===== config.mk =====
export PLATFORM = sky130hd
export DESIGN_NAME = mdio_phy_emu
export DESIGN_NICKNAME = d
export VERILOG_FILES = /design/src/rtl/mdio_pkg.sv /design/src/rtl/mdio_phy_regs.sv /design/src/rtl/mdio_phy_emu.sv
export SDC_FILE = /design/constraint.sdc
export NUM_CORES = 1
export LEC_CHECK = 0
export ABC_AREA = 1
export BUFFER_PORTS_ARGS = -buffer_cell sky130_fd_sc_hd__buf_4
export CELL_PAD_IN_SITES_DETAIL_PLACEMENT = 1
export CELL_PAD_IN_SITES_GLOBAL_PLACEMENT = 1
export CORE_ASPECT_RATIO = 0.7
export CORE_MARGIN = 4
export CORE_UTILIZATION = 45
export CTS_CLUSTER_DIAMETER = 50
export DETAILED_ROUTE_END_ITERATION = 8
export GPL_TIMING_DRIVEN = 0
export MAX_ROUTING_LAYER = met4
export PLACE_DENSITY_LB_ADDON = 0.1
export SYNTH_ARGS = -nofsm -noshare
export SYNTH_HDL_FRONTEND = slang
export SYNTH_SLANG_ARGS = --single-unit

===== constraint.sdc =====
create_clock -name mdio_clk -period 2.6 [get_ports mdio_clk]
set_clock_uncertainty 0.2 [all_clocks]
set_input_delay 0.52 -clock mdio_clk [delete_from_list [all_inputs] [get_ports mdio_clk]]
set_output_delay 0.52 -clock mdio_clk [all_outputs]
set_load 0.02 [all_outputs]

===== src/rtl/mdio_pkg.sv =====
// Shared definitions for the MDIO Clause 22 PHY emulator: frame FSM states,
// opcodes, register addresses and register bit positions.
package mdio_pkg;

  typedef enum logic [2:0] {
    S_PRE,
    S_START,
    S_OP,
    S_PHYAD,
    S_REGAD,
    S_TA,
    S_DATA
  } mdio_state_e;

  localparam logic [1:0] OP_RD = 2'b10;
  localparam logic [1:0] OP_WR = 2'b01;

  localparam logic [4:0] REG_BMCR     = 5'd0;
  localparam logic [4:0] REG_BMSR     = 5'd1;
  localparam logic [4:0] REG_ID1      = 5'd2;
  localparam logic [4:0] REG_ID2      = 5'd3;
  localparam logic [4:0] REG_ANAR     = 5'd4;
  localparam logic [4:0] SCRATCH_BASE = 5'd16;

  localparam int BMCR_RESET_BIT = 15;
  localparam int BMSR_LINK_BIT  = 2;

  // Scratch registers live at 16..16+numScratch-1, so bit 4 set plus an
  // in-range low nibble identifies one.
  function automatic logic isScratch(input logic [4:0] addr, input int numScratch);
    return addr[4] && (int'({1'b0, addr[3:0]}) < numScratch);
  endfunction

endpackage


===== src/rtl/mdio_phy_regs.sv =====
// Register file of the emulated PHY: read mux, write decode, BMCR self-clear
// and the latch-low link status bit.
module mdio_phy_regs
  import mdio_pkg::*;
#(
  parameter logic [15:0] PHY_ID1     = 16'h0022,
  parameter logic [15:0] PHY_ID2     = 16'h1619,
  parameter logic [15:0] BMCR_RST    = 16'h3100,
  parameter logic [15:0] BMSR_CAP    = 16'h7809,
  parameter logic [15:0] ANAR_RST    = 16'h01E1,
  parameter int          NUM_SCRATCH = 4
) (
  input  logic        i_clk,
  input  logic        i_rst,
  input  logic [4:0]  i_rdAddr,
  output logic [15:0] o_rdData,
  input  logic        i_wrEn,
  input  logic [4:0]  i_wrAddr,
  input  logic [15:0] i_wrData,
  input  logic        i_linkUp,
  input  logic        i_linkReload,
  output logic        o_wrStb,
  output logic [4:0]  o_wrAddr,
  output logic [15:0] o_wrData,
  output logic [15:0] o_bmcr
);

  // The self-reset bit must never read back as set.
  localparam logic [15:0] BMCR_INIT = BMCR_RST & 16'h7FFF;

  logic [15:0] r_bmcr;
  logic [15:0] r_anar;
  logic [15:0] r_scratch [16];
  logic        r_link;

  assign o_bmcr = r_bmcr;

  // Commit accepted writes, publish the write strobe and track the link latch.
  always_ff @(posedge i_clk) begin
    if (i_rst) begin
      r_bmcr   <= BMCR_INIT;
      r_anar   <= ANAR_RST;
      r_link   <= 1'b0;
      o_wrStb  <= 1'b0;
      o_wrAddr <= '0;
      o_wrData <= '0;
      for (int i = 0; i < 16; i++) r_scratch[i] <= '0;
    end else begin
      o_wrStb <= i_wrEn;
      if (i_wrEn) begin
        o_wrAddr <= i_wrAddr;
        o_wrData <= i_wrData;
        if (i_wrAddr == REG_BMCR) begin
          if (i_wrData[BMCR_RESET_BIT]) begin
            r_bmcr <= BMCR_INIT;
            r_anar <= ANAR_RST;
          end else begin
            r_bmcr <= i_wrData;
          end
        end else if (i_wrAddr == REG_ANAR) begin
          r_anar <= i_wrData;
        end else if (isScratch(i_wrAddr, NUM_SCRATCH)) begin
          r_scratch[i_wrAddr[3:0]] <= i_wrData;
        end
      end
      if (!i_linkUp) begin
        r_link <= 1'b0;
      end else if (i_linkReload) begin
        r_link <= 1'b1;
      end
    end
  end

  // Read mux; unmapped addresses read as zero.
  always_comb begin
    o_rdData = '0;
    case (i_rdAddr)
      REG_BMCR: o_rdData = r_bmcr;
      REG_BMSR: begin
        o_rdData = BMSR_CAP;
        o_rdData[BMSR_LINK_BIT] = r_link;
      end
      REG_ID1:  o_rdData = PHY_ID1;
      REG_ID2:  o_rdData = PHY_ID2;
      REG_ANAR: o_rdData = r_anar;
      default: begin
        if (isScratch(i_rdAddr, NUM_SCRATCH)) o_rdData = r_scratch[i_rdAddr[3:0]];
      end
    endcase
  end

endmodule


===== src/rtl/mdio_phy_emu.sv =====
// MDIO Clause 22 PHY emulator top: frame FSM, address/data shifters and the
// registered MDIO driver, wrapped around the register file.
module mdio_phy_emu
  import mdio_pkg::*;
#(
  parameter logic [4:0]  PHY_ADDR     = 5'd8,
  parameter bit          ACCEPT_BCAST = 1'b0,
  parameter int          PREAMBLE_MIN = 32,
  parameter logic [15:0] PHY_ID1      = 16'h0022,
  parameter logic [15:0] PHY_ID2      = 16'h1619,
  parameter logic [15:0] BMCR_RST     = 16'h3100,
  parameter logic [15:0] BMSR_CAP     = 16'h7809,
  parameter logic [15:0] ANAR_RST     = 16'h01E1,
  parameter int          NUM_SCRATCH  = 4
) (
  input  logic        mdio_clk,
  input  logic        mdio_rst,
  input  logic        mdio_i,
  output logic        mdio_o,
  output logic        mdio_oe,
  input  logic        link_up,
  output logic        wr_stb,
  output logic [4:0]  wr_addr,
  output logic [15:0] wr_data,
  output logic [15:0] bmcr
);

  localparam logic [5:0] PRE_MIN = 6'(PREAMBLE_MIN);

  mdio_state_e r_state;
  logic [5:0]  r_preCnt;
  logic [3:0]  r_bitCnt;
  logic        r_opHi;
  logic        r_isRead;
  logic [4:0]  r_phyad;
  logic [4:0]  r_regad;
  logic [15:0] r_dataSh;
  logic [15:0] r_rdShift;
  logic        r_wrPend;
  logic        r_linkReload;
  logic        r_mdioO;
  logic        r_mdioOe;
  logic        w_match;
  logic        w_drive;
  logic [15:0] w_rdData;

  assign w_match = (r_phyad == PHY_ADDR) || (ACCEPT_BCAST && (r_phyad == 5'd0));
  assign w_drive = r_isRead && w_match;
  assign mdio_o  = r_mdioO;
  assign mdio_oe = r_mdioOe;

  // Frame decoder; the MDIO driver is computed from state only so the output
  // never depends combinationally on mdio_i.
  always_ff @(posedge mdio_clk) begin
    if (mdio_rst) begin
      r_state      <= S_PRE;
      r_preCnt     <= '0;
      r_bitCnt     <= '0;
      r_wrPend     <= 1'b0;
      r_linkReload <= 1'b0;
      r_mdioO      <= 1'b1;
      r_mdioOe     <= 1'b0;
    end else begin
      r_wrPend     <= 1'b0;
      r_linkReload <= 1'b0;
      r_mdioO      <= 1'b1;
      r_mdioOe     <= 1'b0;
      case (r_state)
        S_PRE: begin
          if (mdio_i) begin
            if (r_preCnt < PRE_MIN) r_preCnt <= r_preCnt + 6'd1;
          end else if (r_preCnt >= PRE_MIN) begin
            r_state  <= S_START;
            r_preCnt <= '0;
          end else begin
            r_preCnt <= '0;
          end
        end
        S_START: begin
          r_bitCnt <= '0;
          r_state  <= mdio_i ? S_OP : S_PRE;
        end
        S_OP: begin
          if (r_bitCnt == 4'd0) begin
            r_opHi   <= mdio_i;
            r_bitCnt <= 4'd1;
          end else begin
            r_bitCnt <= '0;
            if ({r_opHi, mdio_i} == OP_RD) begin
              r_isRead <= 1'b1;
              r_state  <= S_PHYAD;
            end else if ({r_opHi, mdio_i} == OP_WR) begin
              r_isRead <= 1'b0;
              r_state  <= S_PHYAD;
            end else begin
              r_state <= S_PRE;
            end
          end
        end
        S_PHYAD: begin
          r_phyad <= {r_phyad[3:0], mdio_i};
          if (r_bitCnt == 4'd4) begin
            r_bitCnt <= '0;
            r_state  <= S_REGAD;
          end else begin
            r_bitCnt <= r_bitCnt + 4'd1;
          end
        end
        S_REGAD: begin
          r_regad <= {r_regad[3:0], mdio_i};
          if (r_bitCnt == 4'd4) begin
            r_bitCnt <= '0;
            r_state  <= S_TA;
          end else begin
            r_bitCnt <= r_bitCnt + 4'd1;
          end
        end
        S_TA: begin
          if (r_bitCnt == 4'd0) begin
            r_rdShift <= w_rdData;
            r_bitCnt  <= 4'd1;
          end else begin
            r_bitCnt <= '0;
            r_state  <= S_DATA;
            if (w_drive) begin
              r_mdioOe <= 1'b1;
              r_mdioO  <= 1'b0;
            end
          end
        end
        S_DATA: begin
          r_dataSh <= {r_dataSh[14:0], mdio_i};
          if (w_drive) begin
            r_mdioOe  <= 1'b1;
            r_mdioO   <= r_rdShift[15];
            r_rdShift <= {r_rdShift[14:0], 1'b0};
          end
          if (r_bitCnt == 4'd15) begin
            r_bitCnt     <= '0;
            r_state      <= S_PRE;
            r_wrPend     <= !r_isRead && w_match;
            r_linkReload <= w_drive && (r_regad == REG_BMSR);
          end else begin
            r_bitCnt <= r_bitCnt + 4'd1;
          end
        end
        default: r_state <= S_PRE;
      endcase
    end
  end

  mdio_phy_regs #(
    .PHY_ID1     (PHY_ID1),
    .PHY_ID2     (PHY_ID2),
    .BMCR_RST    (BMCR_RST),
    .BMSR_CAP    (BMSR_CAP),
    .ANAR_RST    (ANAR_RST),
    .NUM_SCRATCH (NUM_SCRATCH)
  ) u_regs (
    .i_clk        (mdio_clk),
    .i_rst        (mdio_rst),
    .i_rdAddr     (r_regad),
    .o_rdData     (w_rdData),
    .i_wrEn       (r_wrPend),
    .i_wrAddr     (r_regad),
    .i_wrData     (r_dataSh),
    .i_linkUp     (link_up),
    .i_linkReload (r_linkReload),
    .o_wrStb      (wr_stb),
    .o_wrAddr     (wr_addr),
    .o_wrData     (wr_data),
    .o_bmcr       (bmcr)
  );

endmodule


==> results.cfg, run 1 <==
[pwr]
powerDensity_nw_per_um2 = 797
swShare_pct = 28.8
combPwrFrac_pct = 17.1
power_switching_mw = 4.40
p_clk_share_pct = 37.1
p_int_mw = 10.9
p_leak_nw = 8.43
vdd_drop_max_mv = 0.510
p_seq_share_pct = 45.8

[timing]
worst_pin_slew_ns = 1.18
final_max_slew_viol_count = 0
period_minus_slack_ns = 2.57
setup_tns_ns = 0
finalSetupViolations = 0
hold_violations = 0
clock.fmax_ghz = 0.389
slew_headroom_pct = 21.6
rsz0062_at_grt = true
fin_crit_sh_pct = 99.0
setup_ws_ns = 0.0267

[clock_tree]
cts_hold_buf = 0
cts-root-buf = clkbuf_16
cts_sinks = 375
clk_path_buf_depth = 3
insertion_delay_ns = 0.54
clk_pin_slew_worst_paths_ns = 0.06
post_cts_buffers = 0
htreeDepth = 2
cts_tree = yes
numCtsBuffers = 39

[floorplanning]
fp.dieH_um = 166
initial_core_util_pct = 46.1
die_w_um = 234
boundaryPins = 44
coreArea_um2 = 35000
row_count = 57
die_area_um2 = 39000

[logic_synthesis]
yosys.area.top_type_share_pct = 55.8
synth_top_area_cell = edfxtp_1
ys_types = 38
synthFlopType = edfxtp_1
synth_area_um2 = 16100
yosys-top-cells-area = edfxtp_1 (56%), nand2_1 (11%), dfxtp_1 (9.3%)
async_flop_share_pct = 0
ys_seq_area_share_pct = 65.1
ys_warn_count = 0
netlist_instances = 1684
synth-seq-cells = 375
syn_avg_cell_area_um2 = 9.59
synthTopCellsByCount = nand2_1 (474), edfxtp_1 (300), nand3_1 (242)
synth_edf_count = 300
yosysMostFrequentCell = nand2_1

[worst_setup_path]
worstPathRequired_ns = 2.60
reg2reg_slack_ns = 0.03
critical_path_class = reg -> reg
cp-end-kind = register
r2r_end = u_regs.r_scratch[2][2]
reg2reg_from = r_wrPend
cp.arrival_ns = 2.58
r2r_cells = 6
crit_path_start_kind = register
crit_fanout = 16

[placed_design]
port_buffers = 42
place_ws_ns = -0.631
place_congestion = 0.944
dp_hpwl_mm = 35.2

[detailed_routing]
vias_per_cell = 4.99
dr_wl_met2_mm = 20.8
wl_met1_mm = 22.8
drc = 0
antenna_left = 0
drt-wirelength-per-cell_um = 19.7
drt-initial-drc-count = 959
vias = 12274
wl_mm = 48.3
dr_wl_met3_mm = 3.99
routed.top_layer = met4
drt-pass1-iter-count = 5

[global_routing]
globalRouteOverflowTotal = 0
grt_use_total_pct = 25.9
antenna_found_initial = 0
grt_start_max_net_pins = 17
grt_pass1_vias = 12428
grt_pass1_wl_mm = 73.7

[hold_path]
min_path_type = in -> reg
whs_endpoint = u_regs.r_link
min_from = link_up
min_delay_path_depth = 3

[run]
drv_cap = 0

[status]
status = finished, final reports clean

[cells_and_area]
layout-drive-gt1-share_pct = 8.45
fin_nets = 1969
synthToLayoutAreaGrowth_pct = 18.5
antenna_cells = 0
fin_util_pct = 54.6
through the flow:
stage,hold slack (ns),power [mW],std cells,cell area [µm²]
floorplan,0.218,8.61,1876,16900
global placement,0.230,9.55,2390,17800
detailed placement,0.238,9.64,2391,17800
CTS,0.0549,15.3,2459,19100
global route,0.0886,15.9,2459,19100
finish,0.0610,15.3,2459,19100
critical path: stages (launching register included):
cell and delay (ns):
dfxtp_1 0.45, buf_2 0.27, inv_2 0.17, nor3_4 0.33, nand3_2 0.25, buf_2 0.30, nand2_4 0.27
final cells by class:
cell class	instances	area (µm²)
Fill cell	4087	15900
Sequential cell	375	10500
Multi-Input combinational cell	1163	5070
Clock buffer	57	1150
Inverter	247	930
Tap cell	472	591
Buffer	91	420
Timing Repair Buffer	43	330
Clock inverter	11	130
sequential cells by signal, summed over array words and instances, names as in the netlist, 3 cells and up, named ones only:
name and flops:
u_regs.r_anar 16, u_regs.o_wrAddr 5, r_rdShift 16, r_preCnt 6, r_phyad 5, r_dataSh 16
r_state 3, u_regs.o_wrData 16, u_regs.o_bmcr 15, r_bitCnt 4, r_regad 5, u_regs.r_scratch 256
repair_timing:
action	CTS	global route
gates resized for setup	10	17
cloned	0	0
setup endpoints to repair	68	91
cells by family after synthesis:
logic type / after synthesis / share of synthesized area (%)
compound gates: 108 / 3.63
xor+xnor: 3 / 0.163
fa+ha+maj: 5 / 0.388
buf+inv: 338 / 8.29
flops: 375 / 65.1
other cells: 1 / 0.0232
simple gates: 854 / 22.4
cells in the final DEF, fill, tap and decap left out, drive strengths merged:
cell / Yosys / layout
nand2: 475 / 475
edfxtp: 300 / 300
nand3: 246 / 246
inv: 245 / 245
conb: 1 / 193
nor2: 122 / 122
clkbuf: 48 / 105
buf: 43 / 86
dfxtp: 75 / 75
a21oi: 73 / 73
o21ai: 22 / 22
clkinv: 2 / 9
nor3: 7 / 7
o22ai: 5 / 5
a22oi: 5 / 5
ha: 5 / 5
bufinv: 0 / 3
nand4: 2 / 2
xnor2: 2 / 2
or2: 1 / 1
nor3b: 1 / 1
a211oi: 1 / 1
o2111a: 1 / 1
xor2: 1 / 1
a21boi: 1 / 1
clkinvlp: 0 / 1
per-layer routing:
| layer | vias to the layer above | track usage [%] |
|---|---|---|
| li1 | 5824 | - |
| met1 | 6052 | 37.7 |
| met2 | 338 | 37.0 |
| met3 | 60 | 6.98 |
| met4 | 0 | 4.70 |
| met5 | - | - |
power groups by stage:
stage / sequential (mW) / combinational (mW) / clock (mW)
global placement: 7.10 / 2.46 / 0
floorplan: 7.06 / 1.55 / 0
CTS: 6.99 / 2.56 / 5.76
detailed placement: 7.11 / 2.52 / 0
global route: 7.02 / 2.87 / 6.03
finish: 6.98 / 2.61 / 5.66
worst max-delay path by stage:
| stage | startpoint | end | cells after the start |
|---|---|---|---|
| 6_report | r_wrPend | u_regs.r_scratch[2][2] | 6 |
| 3_3_place_gp | mdio_rst | u_regs.r_scratch[2][0] | 5 |
| 3_5_place_dp | mdio_rst | u_regs.r_scratch[0][1] | 5 |
| 4_1_cts | register | r_rdShift[12] | 9 |
| 2_1_floorplan | mdio_rst | r_rdShift[0] | 3 |
| 5_1_grt | r_wrPend | u_regs.r_scratch[2][2] | 6 |
No activity file was read; power rests on OpenSTA's default activity.
==> inputs of run 2 (changes only) <==
--- a/config.mk
+++ b/config.mk
@@ -10,8 +10,7 @@
 export CELL_PAD_IN_SITES_DETAIL_PLACEMENT = 1
 export CELL_PAD_IN_SITES_GLOBAL_PLACEMENT = 1
 export CORE_ASPECT_RATIO = 0.7
-export CORE_MARGIN = 4
-export CORE_UTILIZATION = 45
+export CORE_UTILIZATION = 49
 export CTS_CLUSTER_DIAMETER = 50
 export DETAILED_ROUTE_END_ITERATION = 8
 export GPL_TIMING_DRIVEN = 0
==> run 2 against run 1 <==
Sequential power about the same; worst hold slack worse by 0.0028 ns; count of clock-buffer cells in the layout is 6 lower; utilization increased by 4.2 points; fmax is 3.3% higher; critical endpoint is now u_regs.r_scratch[2][3].
==> results.cfg, run 2 (synthesis gave the netlist of run 1 again) <==
[worst_setup_path]
cp-end-kind = register
worstPathRequired_ns = 2.62
crit_path_start_kind = register
crit_fanout = 16
cp.arrival_ns = 2.51
critical_path_class = reg -> reg

[clock_tree]
clk_pin_slew_worst_paths_ns = 0.06
cts_tree = yes
insertion_delay_ns = 0.54
cts_sinks = 375
cts_hold_buf = 0
clk_path_buf_depth = 3
numCtsBuffers = 39
htreeDepth = 2
cts-root-buf = clkbuf_16

[detailed_routing]
antenna_left = 0
vias = 12447
drt-initial-drc-count = 1025
drt-wirelength-per-cell_um = 20.1
vias_per_cell = 5.15
drc = 0
wl_mm = 48.6
drt-pass1-iter-count = 5

[global_routing]
globalRouteOverflowTotal = 0
grt_start_max_net_pins = 17
grt_pass1_wl_mm = 73.3
grt_use_total_pct = 30.5
antenna_found_initial = 2
grt_pass1_vias = 12825

[timing]
slew_headroom_pct = 26.8
hold_violations = 0
period_minus_slack_ns = 2.49
worst_pin_slew_ns = 1.10
clock.fmax_ghz = 0.401
setup_tns_ns = 0
finalSetupViolations = 0
fin_crit_sh_pct = 95.8
final_max_slew_viol_count = 0

[placed_design]
place_congestion = 0.962
dp_hpwl_mm = 35.5
dp.cells = 2346
port_buffers = 42

[floorplanning]
initial_core_util_pct = 49.9
boundaryPins = 44
die_w_um = 219
row_count = 55
die_area_um2 = 33700
fp.dieH_um = 154
coreArea_um2 = 32300

[cells_and_area]
final_cell_mix = nand2_1 (469), edfxtp_1 (300), nand3_1 (242)
fillers = 3737
fin_nets = 1973
largest_reg_flops = 256
layout_commonest_cell = nand2_1
regMostFlops = u_regs.r_scratch
synthToLayoutAreaGrowth_pct = 17.9
fin_util_pct = 58.8
layout-drive-gt1-share_pct = 8.80
finalNonFillerCells = 2417

[pwr]
power.total_mw = 15.0
powerDensity_nw_per_um2 = 790
p_leak_nw = 8.41
vdd_drop_max_mv = 0.551

[run]
drv_cap = 0

[status]
status = finished, final reports clean

[hold_path]
min_path_type = in -> reg
==> run 2: per-layer routing <==
metal  wire [µm]  global-route usage [%]
met1       21400                    41.2
met2       21700                    45.0
met3        4520                    9.48
met4         912                    7.14
met5           0                       -
==> run 2: worst paths after layout <==
check / slack (ns) / to / startpoint / cells after the start
max reg2reg: 0.11 / u_regs.r_scratch[2][3] / r_regad[2] / 7
max: 0.11 / u_regs.r_scratch[2][3] / r_regad[2] / 7
min: 0.06 / u_regs.r_link / link_up / 3
min reg2reg: 0.26 / u_regs.r_anar[11] / u_regs.r_anar[11] / 2
==> run 2: timing repair <==
item	in CTS	in global routing
pin swaps	0	1
buffers inserted	0	5
setup endpoints to repair	64	96
endpoints found under the hold margin	0	0
gates resized for setup	8	24
==> run 2: report_power, final <==
part	leakage [nW]	internal (mW)	switching, mW	total [mW]
combinational	4.28	0.649	1.99	2.64
sequential	3.55	6.85	0.142	6.99
clock	0.582	3.07	2.33	5.40
total	8.41	10.6	4.46	15.0
==> run 2: stage by stage <==
step	worst slack, ns	cell area, µm²	hold WS (ns)
floorplan	0.256	16900	0.218
global placement	-0.695	17700	0.233
detailed placement	-0.711	17700	0.239
CTS	0.0258	19000	0.0366
global route	-0.00925	19000	0.0477
finish	0.109	19000	0.0581
==> run 2: layout make-up <==
class                   instances  area, µm²  area share, %
flip-flops and latches        375      10500           55.2
multi-input cells            1163       5080           26.7
clock buffers                  51       1060           5.59
inverters                     247        933           4.90
well taps                     427        534           2.81
plain buffers                  90        417           2.19
repair buffers                 48        368           1.93
clock inverters                15        128          0.671
diodes                          1       2.50         0.0131
==> run 2: worst max-delay path, cell delays in order, from the launching register on <==
cell	delay, ns
edfxtp_1	0.46
nor2_1	0.23
nand2_1	0.20
nor3_4	0.27
buf_4	0.18
nand3_4	0.12
buf_2	0.26
nand2_4	0.24
